## config.mk

```make
export PLATFORM = sky130hd
export DESIGN_NAME = ntt_coef_io
export DESIGN_NICKNAME = d
export VERILOG_FILES = /design/src/rtl/ntt_coef_io.sv
export SDC_FILE = /design/constraint.sdc
export NUM_CORES = 1
export LEC_CHECK = 0
export CAP_MARGIN = 30
export CELL_PAD_IN_SITES_DETAIL_PLACEMENT = 2
export CELL_PAD_IN_SITES_GLOBAL_PLACEMENT = 2
export CORE_MARGIN = 8
export CORE_UTILIZATION = 27
export DETAILED_ROUTE_END_ITERATION = 16
export PLACE_DENSITY = 0.84
export RECOVER_POWER = 50
export SLEW_MARGIN = 20
export SYNTH_ARGS = -nofsm -noshare
export SYNTH_HDL_FRONTEND = slang
export SYNTH_SLANG_ARGS = --single-unit
```

## constraint.sdc

```tcl
create_clock -name clk -period 2.6 [get_ports clk]
set_input_delay 0.52 -clock clk [delete_from_list [all_inputs] [get_ports clk]]
set_output_delay 0.52 -clock clk [all_outputs]
set_load 0.03 [all_outputs]
```

## src/rtl/ntt_coef_io.sv

```systemverilog
// Coefficient load/unload sequencer between host valid/ready streams and the NTT polynomial RAM.
// Define NTT_COEF_BITREV_EN to scatter LOAD writes to bit-reversed addresses (unload stays natural).
module ntt_coef_io #(
  parameter int N_LOG  = 13,
  parameter int Q      = 65537,
  parameter int DATA_W = 18
) (
  input  logic                     clk,
  input  logic                     rst,
  input  logic                     start_load,
  input  logic                     start_unload,
  output logic                     busy,
  output logic                     done,
  input  logic                     in_valid,
  output logic                     in_ready,
  input  logic signed [DATA_W-1:0] in_data,
  output logic                     out_valid,
  input  logic                     out_ready,
  output logic [DATA_W-1:0]        out_data,
  output logic                     ram_wr_en,
  output logic [N_LOG-1:0]         ram_wr_addr,
  output logic [DATA_W-1:0]        ram_wr_din,
  output logic [N_LOG-1:0]         ram_rd_addr,
  input  logic [DATA_W-1:0]        ram_rd_dout
);

  localparam int CW = N_LOG + 1;
  localparam logic [CW-1:0] LAST = {1'b0, {N_LOG{1'b1}}};
  localparam logic signed [DATA_W-1:0] Q_S = DATA_W'(Q);

  typedef enum logic [1:0] {IDLE, LOAD, UNLOAD} state_t;

  state_t            state, state_nxt;
  logic [CW-1:0]     cnt;
  logic              rd_vld_p1;
  logic [1:0]        occ;
  logic [DATA_W-1:0] fifo_mem [2];
  logic              wr_ptr, rd_ptr;

  logic              in_hs, pop, issue, last_pop, store, drain;
  logic [2:0]        fill_now, fill_nxt;

  function automatic logic [DATA_W-1:0] reduce_q(input logic signed [DATA_W-1:0] x);
    logic signed [DATA_W-1:0] r;
    r = (x < 0) ? x + Q_S : x;
    return $unsigned(r);
  endfunction

`ifdef NTT_COEF_BITREV_EN
  function automatic logic [N_LOG-1:0] load_addr(input logic [N_LOG-1:0] c);
    logic [N_LOG-1:0] r;
    for (int i = 0; i < N_LOG; i++) r[i] = c[N_LOG-1-i];
    return r;
  endfunction
`else
  function automatic logic [N_LOG-1:0] load_addr(input logic [N_LOG-1:0] c);
    return c;
  endfunction
`endif

  // Occupancy counts the word arriving from the RAM this cycle as already buffered,
  // so the read result can bypass straight to the output.
  assign out_valid = (occ != 2'd0) | rd_vld_p1;
  assign out_data  = (occ != 2'd0) ? fifo_mem[rd_ptr] :
                     (rd_vld_p1 ? ram_rd_dout : '0);

  assign in_hs    = (state == LOAD) & in_valid;
  assign pop      = out_valid & out_ready;
  assign fill_now = 3'(occ) + 3'(rd_vld_p1);
  assign fill_nxt = fill_now - 3'(pop);
  assign issue    = (state == UNLOAD) & ~cnt[N_LOG] & (fill_nxt < 3'd2);
  assign last_pop = pop & cnt[N_LOG] & (fill_now == 3'd1);
  assign store    = rd_vld_p1 & ~((occ == 2'd0) & pop);
  assign drain    = pop & (occ != 2'd0);

  always_ff @(posedge clk) begin
    if (rst) state <= IDLE;
    else     state <= state_nxt;
  end

  always_comb begin
    state_nxt   = state;
    busy        = (state != IDLE);
    done        = 1'b0;
    in_ready    = 1'b0;
    ram_wr_en   = 1'b0;
    ram_wr_addr = '0;
    ram_wr_din  = '0;
    ram_rd_addr = '0;
    case (state)
      IDLE: begin
        if (start_load)        state_nxt = LOAD;
        else if (start_unload) state_nxt = UNLOAD;
      end
      LOAD: begin
        in_ready    = 1'b1;
        ram_wr_en   = in_valid;
        ram_wr_addr = load_addr(cnt[N_LOG-1:0]);
        ram_wr_din  = reduce_q(in_data);
        if (in_valid && cnt == LAST) begin
          done      = 1'b1;
          state_nxt = IDLE;
        end
      end
      UNLOAD: begin
        ram_rd_addr = cnt[N_LOG-1:0];
        if (last_pop) begin
          done      = 1'b1;
          state_nxt = IDLE;
        end
      end
      default: state_nxt = IDLE;
    endcase
  end

  // p0: address issue / count; p1: read data returns and enters the buffer
  always_ff @(posedge clk) begin
    if (rst) begin
      cnt       <= '0;
      rd_vld_p1 <= 1'b0;
      occ       <= 2'd0;
      wr_ptr    <= 1'b0;
      rd_ptr    <= 1'b0;
    end else begin
      if (state == IDLE)      cnt <= '0;
      else if (in_hs | issue) cnt <= cnt + 1'b1;
      rd_vld_p1 <= issue;
      occ       <= 2'(fill_nxt);
      if (store) wr_ptr <= ~wr_ptr;
      if (drain) rd_ptr <= ~rd_ptr;
    end
  end

  always_ff @(posedge clk) begin
    if (store) fifo_mem[wr_ptr] <= ram_rd_dout;
  end

endmodule

```

==> impl_results.md, run 1 <==
* Critical path class: input port to primary output
* CP Capture Type: primary output
* Cell taking the most area after synthesis: edfxtp_1
* Total gr overflow at 0
* Clock root buffer: clkbuf_16
* Height of the die at 126 um
* Max cap viols at 0
* Die area at 15900 um2
* Core ar. at 11900 um2
* Post-place setup slack at -618 ps
* Post-DP HPWL at 9.16 mm
* Worst-margin pin slew at 1090 ps
* Crit share post-route at 1.00
* Worst clock skew at 10.9 ps
* Fillers at 1234
* Final net count at 561
* Status: complete, but fails checks
* Rel. slew slack at 0.274
* Die width at 126 um
* Final Power at 4.50 mW
* Clock tree from TritonCTS: done
* Peak supply drop at 0.410 mV
* RePlAce Congestion at 0.734
* Worst setup margin at -7.40 ps
* Area growth from synthesis to layout at 70.2%
* Clock buffer count from CTS at 9
* # clock sinks at 58
* Via count at 3391
* First-pass GRT wire length at 21.8 mm
* Clock latency on the worst-skew pair at 330 ps
* CP Max Fanout at 5
* Required @ worst endpoint at 2080 ps
* Clock-pin slew on the worst setup and hold paths at 60 ps
* Tot GR Track Use at 0.172
* Buffers on Ports at 108
* Violated checks: setup timing
* Total routed wirelength at 14.6 mm
* Crit path time final at 2610 ps
* Pin count of the biggest net entering global routing at 38
* # IOs at 109
* Top FF cell, synth: edfxtp_1
* Clock H-tree levels at 3
* Fraction of layout cells with a size suffix above 1 at 0.303
* Cell count after synthesis at 341
* Fmax at 384 MHz
* Drt drc at 0
* Slew Limit Fails at 0
* Post-route setup TNS at -7.40 ps
* Post-Synthesis Cell Area at 3270 um2
* CTS Hold Buffers Added at 0
* Synth Net Count at 392
* Setup-violating endpoint count in the final report at 1
* RSZ-0062 raised after global routing: true
* Synth Register Bits at 58
* Row cnt at 40
* Asr flop ratio synth at 0
* Maximum buffer depth of the clock tree at 2
* Hold WC Path Type: register to register
* Worst Path Arrival at 2090 ps
* Drt wl/cell at 22.0 um
* Synth warnings at 0
* Top post-synthesis cells by area: edfxtp_1 (33%), dfxtp_1 (13%), mux2i_1 (7.0%)
* Initial antenna violation count at 2
* Pwr dens at 810 nW/um2
* Routed Antenna Nets at 0
* Vias in the first global route at 3941
* DR iter-0 viols at 168
* Sequential-to-total area share from yosys stat at 0.466
* Post-synth top area share at 0.331
* DR vias/cell at 5.11
* Commonest cells after routing, fill and taps aside: buf_4 (76), edfxtp_1 (36), o21ai_0 (29), clkdlybuf4s50_1 (29), and2_1 (28)
* Syn Area/Cell at 9.58 um2
* CP Launch Type: input port
* Final hold viol count at 0
* Post-synth EDFFs at 36
* Detailed Routing Iterations Pass 1 at 4
* Commonest non-fill, non-tap cell in the layout: buf_4
* Post-synth cell types at 42
* Starting Density at 0.274
* Static Leak at 2.39 nW
-- layer usage --
layer  up-vias  share of wire  track usage
met5         -        0.00055            0
li1       1588              -            -
met4         2          0.012       0.0474
met3        17          0.064       0.0557
met2        99           0.52        0.310
met1      1685           0.40        0.189
-- layout make-up --
class / count / area (um2) / share of cell area
well taps: 147 / 184 / 0.0331
clock inverters: 7 / 125 / 0.0225
repair buffers: 176 / 1660 / 0.298
flip-flops and latches: 58 / 1540 / 0.277
diodes: 1 / 2.50 / 0.000450
inverters: 13 / 48.8 / 0.00878
multi-input cells: 252 / 1780 / 0.320
clock buffers: 9 / 225 / 0.0405
-- state kept, by name (all words and copies together), names as in the netlist, named ones only --
name       count
rd_ptr         1
fifo_mem      36
state          2
occ            2
wr_ptr         1
cnt           14
rd_vld_p1      1
-- Yosys cell counts (6+ instances only) --
library cell and number:
inv_1 12, nand3_1 27, clkbuf_1 16, edfxtp_1 36
nand4_1 8, xnor2_1 6, nor2_1 24, and2_1 28
xor2_1 6, ha_1 9, mux2i_1 23, o31ai_1 8
dfxtp_1 22, or3_1 10, or4_1 9, nand2_1 16
a21oi_1 19, o21ai_0 29
-- through the flow --
| step | hold slack [ps] | std cells | instance area, um2 | util |
|---|---|---|---|---|
| 2_1_floorplan | 466 | 341 | 3280 | - |
| 3_3_place_gp | 481 | 625 | 4860 | 0.408 |
| 3_5_place_dp | 522 | 625 | 4860 | 0.408 |
| 4_1_cts | 507 | 656 | 5410 | 0.454 |
| 5_1_grt | 536 | 663 | 5560 | 0.467 |
| 6_report | 510 | 663 | 5560 | 0.467 |
-- path summary, 6_finish.rpt --
check                           startpoint  slack [ps]  depth (start not counted)        endpoint
worst max register to register      cnt[6]          80                         13          cnt[8]
worst min register to register     cnt[10]         510                          2         cnt[10]
worst min-delay path               cnt[10]         510                          2         cnt[10]
worst max-delay path            in_data[3]          -7                          6  ram_wr_din[15]
-- cell families (layout without fill, tap and decap cells) --
family | after synthesis | count (layout) | share of synthesized area
compound gates | 65 | 65 | 0.115
flops | 58 | 58 | 0.466
buf+inv | 31 | 205 | 0.0360
mux | 23 | 23 | 0.0705
other cells | 0 | 1 | 0
simple gates | 143 | 143 | 0.247
fa+ha+maj | 9 | 9 | 0.0345
xor+xnor | 12 | 12 | 0.0322
-- power breakdown --
group | total [mW] | internal, mW | switching [mW] | leakage [nW]
logic | 2.01 | 0.793 | 1.21 | 1.72
registers | 1.10 | 1.04 | 0.0522 | 0.507
clock network | 1.40 | 0.944 | 0.456 | 0.170
-- critical path: stages --
cell	delay, ps
buf_8	80
nand4_4	100
or4_4	540
or4_4	550
a21oi_4	160
buf_12	130
-- timing repair --
item	in CTS	in global routing
gates resized for setup	83	39
endpoints found under the setup margin	29	34
pin swaps	15	6
setup buffers	15	6
Note: power is estimated with default switching activity, not from simulation.
==> inputs of run 2 (changes only) <==
--- a/config.mk
+++ b/config.mk
@@ -9,9 +9,9 @@
 export CELL_PAD_IN_SITES_DETAIL_PLACEMENT = 2
 export CELL_PAD_IN_SITES_GLOBAL_PLACEMENT = 2
 export CORE_MARGIN = 8
-export CORE_UTILIZATION = 27
+export CORE_UTILIZATION = 29
 export DETAILED_ROUTE_END_ITERATION = 16
-export PLACE_DENSITY = 0.84
+export PLACE_DENSITY = 0.89
 export RECOVER_POWER = 50
 export SLEW_MARGIN = 20
 export SYNTH_ARGS = -nofsm -noshare
==> constraint.sdc (replaced) <==
create_clock -name clk -period 3.1 [get_ports clk]
set_input_delay 0.62 -clock clk [delete_from_list [all_inputs] [get_ports clk]]
set_output_delay 0.62 -clock clk [all_outputs]
set_load 0.03 [all_outputs]
==> run 2 against run 1 <==
The flow now finishes without violations. Combinational power decreased by 22%. Flip-flop and latch count is the same. Global-route usage fell by 1.2 points. Clock skew down 3.1 ps. Power is 19% lower. Non-clock buffer count fell by 42. First-iteration DRC count decreased by 37%. Critical path type unchanged. Largest cell class unchanged.
==> impl_results.md, run 2 (synthesized netlist as in run 1, its figures left out) <==
* Commonest cells after routing, fill and taps aside: clkdlybuf4s50_1 (63), edfxtp_1 (36), buf_4 (35)
* Clock root buffer: clkbuf_16
* Critical path class: input port to primary output
* RePlAce Congestion at 0.733
* # IOs at 109
* Rel. slew slack at 0.295
* Core ar. at 10900 um2
* Worst Path Arrival at 2410 ps
* Status: completed
* Critical Path Stages at 6
* Static Leak at 1.77 nW
* Total routed wirelength at 12.0 mm
* Worst setup margin at 72.3 ps
* Initial antenna violation count at 0
* Top Registers: fifo_mem (36), cnt (14)
* DR vias/cell at 5.17
* Detailed Routing Iterations Pass 1 at 5
* Area growth from synthesis to layout at 54.0%
* Tot GR Track Use at 0.160
* Largest register FFs at 36
* DR iter-0 viols at 106
* Via count at 3170
* Vias in the first global route at 3584
* Total gr overflow at 0
* CP delay by family, top: simple AND/OR/NAND/NOR gates
* Crit share post-route at 0.977
* Pwr dens at 723 nW/um2
* CP max-delay cell: or4_4
* CTS Hold Buffers Added at 0
* Maximum buffer depth of the clock tree at 2
* Slew Limit Fails at 0
* Crit path time final at 3030 ps
* Max cap viols at 0
* Worst clock skew at 7.76 ps
* Starting Density at 0.299
* Commonest non-fill, non-tap cell in the layout: clkdlybuf4s50_1
* Post-route cell area at 5030 um2
* Routed Antenna Nets at 0
* Placed inst area at 4640 um2
* Layout Utilization at 0.460
* Buffers on Ports at 108
* Post-route setup TNS at 0 ps
* Post-place setup slack at -328 ps
* Largest reg by FF count: fifo_mem
* CP Launch Type: input port
* # clock sinks at 58
* Fraction of layout cells with a size suffix above 1 at 0.156
* # diodes at 0
* Setup-violating endpoint count in the final report at 0
* Height of the die at 122 um
* Post-DP HPWL at 9.03 mm
* Clock-pin slew on the worst setup and hold paths at 60 ps
* Final net count at 519
* Worst-margin pin slew at 1060 ps
* CP Capture Type: primary output
* Drt drc at 0
* Hold WC Path Type: register to register
* Die area at 14900 um2
* Clock tree from TritonCTS: done
* First-pass GRT wire length at 19.0 mm
* Required @ worst endpoint at 2480 ps
* Peak supply drop at 0.412 mV
* Drt wl/cell at 19.6 um
* Clock H-tree levels at 3
* CP Max Fanout at 7
* Worst Path Buf+Inv at 2
* Worst reg2reg path depth at 9
* Fillers at 1168
* Clock latency on the worst-skew pair at 330 ps
* Pin count of the biggest net entering global routing at 38
* Die width at 122 um
* Fmax at 330 MHz
* Final hold viol count at 0
* CP max stage delay at 600 ps
* Clock buffer count from CTS at 9
* Crit path top cell by count: or4_4
* Worst-path cell chain: clkdlybuf4s15_1, nand2_1, or4_4, or4_4, a21oi_4, buf_6
* WHS Path Cells at 2
* Row cnt at 38
run 2: report_power, final:
group          switching [mW]  internal [mW]  leakage (nW)
Sequential             0.0397          0.876         0.502
Combinational           0.963          0.595          1.10
Clock                   0.372          0.793         0.171
run 2: timing repair:
item                       CTS  global route
gates resized for setup     16             8
buffers inserted             0             0
pin swaps                    4             3
setup endpoints to repair    7            12
run 2: final timing paths:
check,slack [ps],start,end
worst max-delay path,70,in_data[0],ram_wr_din[15]
worst min-delay path,510,rd_ptr,rd_ptr
worst max register to register,650,rd_vld_p1,cnt[13]
worst min register to register,510,rd_ptr,rd_ptr
run 2: cell type report:
class / instances / area [um2] / area share
Multi-Input combinational cell: 252 / 1670 / 0.331
Sequential cell: 58 / 1520 / 0.302
Timing Repair Buffer: 134 / 1260 / 0.251
Clock buffer: 9 / 225 / 0.0448
Tap cell: 140 / 175 / 0.0348
Clock inverter: 7 / 125 / 0.0249
Inverter: 13 / 52.6 / 0.0104
run 2: through the flow:
| stage | hold slack [ps] | power [mW] | std cells |
|---|---|---|---|
| global placement | 484 | 2.43 | 597 |
| finish | 511 | 3.64 | 613 |
| global route | 555 | 3.81 | 613 |
| detailed placement | 498 | 2.50 | 597 |
| floorplan | 466 | 1.82 | 341 |
| CTS | 517 | 3.70 | 613 |
run 2: routing by layer:
metal | global-route usage | part of all wire | wire, um
met1 | 0.178 | 0.42 | 5040
met4 | 0.0388 | 0.0075 | 90
met3 | 0.0532 | 0.066 | 797
met2 | 0.288 | 0.51 | 6090
met5 | 0 | 0 | 0
run 2: tightest hold or removal path, cell delays in order (launching register included):
cell,delay [ps]
dfxtp_1,320
xor2_1,80
nor2_1,80
==> inputs of run 3 (changes only) <==
--- a/config.mk
+++ b/config.mk
@@ -11,6 +11,7 @@
 export CORE_MARGIN = 8
 export CORE_UTILIZATION = 29
 export DETAILED_ROUTE_END_ITERATION = 16
+export MAX_ROUTING_LAYER = met4
 export PLACE_DENSITY = 0.89
 export RECOVER_POWER = 50
 export SLEW_MARGIN = 20
==> run 3 against run 2 <==
Core utilization did not move. Worst hold slack barely moved. Die area did not move. Clock skew barely moved.
==> impl_results.md, run 3 (synthesized netlist as in run 1, its figures left out) <==
* Status: completed
* Slew Limit Fails at 0
* Max cap viols at 0
* Crit share post-route at 0.980
* CP Capture Type: primary output
* Met3 Usage GRT at 0.0518
* Peak supply drop at 0.408 mV
* Worst hold start: rd_ptr
* Core ar. at 10900 um2
* Drt wl/cell at 19.6 um
* Clock-pin slew on the worst setup and hold paths at 60 ps
* Buffers on Ports at 108
* # IOs at 109
* Worst Path Arrival at 2420 ps
* Largest register FFs at 36
* DR iter-0 viols at 91
* Vias in the first global route at 3594
* RePlAce Congestion at 0.742
* Layout Utilization at 0.460
* Crit path time final at 3040 ps
* Starting Density at 0.299
* Final Power at 3.64 mW
* Pin count of the biggest net entering global routing at 38
* Height of the die at 122 um
* M2 GR Usage at 0.288
* Area growth from synthesis to layout at 54.0%
* Final hold viol count at 0
* Total routed wirelength at 12.0 mm
* Total gr overflow at 0
* Detailed Routing Iterations Pass 1 at 4
* Commonest cells after routing, fill and taps aside: clkdlybuf4s50_1 (63), edfxtp_1 (36), buf_4 (35)
* GR peak layer: met2
* Static Leak at 1.77 nW
* Row cnt at 38
* Maximum buffer depth of the clock tree at 2
* Clock latency on the worst-skew pair at 330 ps
* Pwr dens at 723 nW/um2
* Non-Filler Instances at 613
* Setup-violating endpoint count in the final report at 0
* Worst setup margin at 62.7 ps
* Worst-margin pin slew at 1090 ps
* CP Launch Type: input port
* Post-place setup slack at -328 ps
* Via count at 3170
* Placed insts at 597
* Clock tree from TritonCTS: done
* Fmax at 329 MHz
* Drt drc at 0
* Hold WC Path Type: register to register
* # diodes at 0
* Final net count at 519
* Largest reg by FF count: fifo_mem
* Met1 Usage GRT at 0.179
* Rel. slew slack at 0.277
* Die area at 14900 um2
* # clock sinks at 58
* Commonest non-fill, non-tap cell in the layout: clkdlybuf4s50_1
* Clock root buffer: clkbuf_16
* Routed Antenna Nets at 0
* Required @ worst endpoint at 2480 ps
* CP Launch Point: in_data[17]
* Fraction of layout cells with a size suffix above 1 at 0.156
* Initial antenna violation count at 0
* Tot GR Track Use at 0.165
* Die width at 122 um
* First-pass GRT wire length at 18.9 mm
* CP Max Fanout at 8
* Post-DP HPWL at 9.03 mm
* DR vias/cell at 5.17
* Clock H-tree levels at 3
* Clock buffer count from CTS at 9
* Critical path class: input port to primary output
* Worst clock skew at 7.57 ps
* Top Registers: fifo_mem (36), cnt (14)
* R2r startpoint: rd_vld_p1
==> run 3: cell counts in the layout (fill, tap and decap cells not counted) <==
Identical to the previous run, type by type.
==> run 3: report_power, final <==
part,internal (mW),leakage (nW),switching [mW]
logic,0.596,1.10,0.961
registers,0.876,0.502,0.0397
clock network,0.793,0.171,0.372
total,2.26,1.77,1.37
==> run 3: worst paths after layout <==
| kind | depth (start not counted) | end | slack (ps) |
|---|---|---|---|
| worst min register to register | 2 | rd_ptr | 510 |
| worst max-delay path | 7 | ram_wr_din[8] | 60 |
| worst min-delay path | 2 | rd_ptr | 510 |
| worst max register to register | 9 | cnt[13] | 640 |
==> run 3: metal layers <==
| layer | vias up | routed length (um) |
|---|---|---|
| met5 | - | 0 |
| met4 | 0 | 88 |
| met3 | 8 | 772 |
| met2 | 90 | 6090 |
| met1 | 1572 | 5080 |
| li1 | 1500 | - |
==> run 3: through the flow <==
stage,hold slack (ps),instance area [um2],TNS (ps)
after CTS,517,5020,-49.3
final,511,5030,0
after global placement,484,4640,-658
after detailed placement,498,4640,-1280
after floorplan,466,3270,0
after global routing,555,5030,-0.985
==> run 3: final cells by class <==
cell class                 instances  area (um2)
clock inverter                     7         125
sequential                        58        1520
timing repair buffer             134        1260
inverter                          13        52.6
tap                              140         175
fill                            1168        5900
multi-input combinational        252        1670
clock buffer                       9         225
==> run 3: repair_timing <==
item	4_1_cts	5_1_grt
buffers inserted	0	0
pin swaps	4	3
hold buffers	0	0
setup endpoints to repair	7	12
resized for setup	16	8
==> run 3: worst max-delay path: stages <==
cell	delay, ps
clkdlybuf4s50_1	510
buf_4	180
and3_1	190
or3b_2	460
xor2_1	160
nor2_1	110
buf_4	180
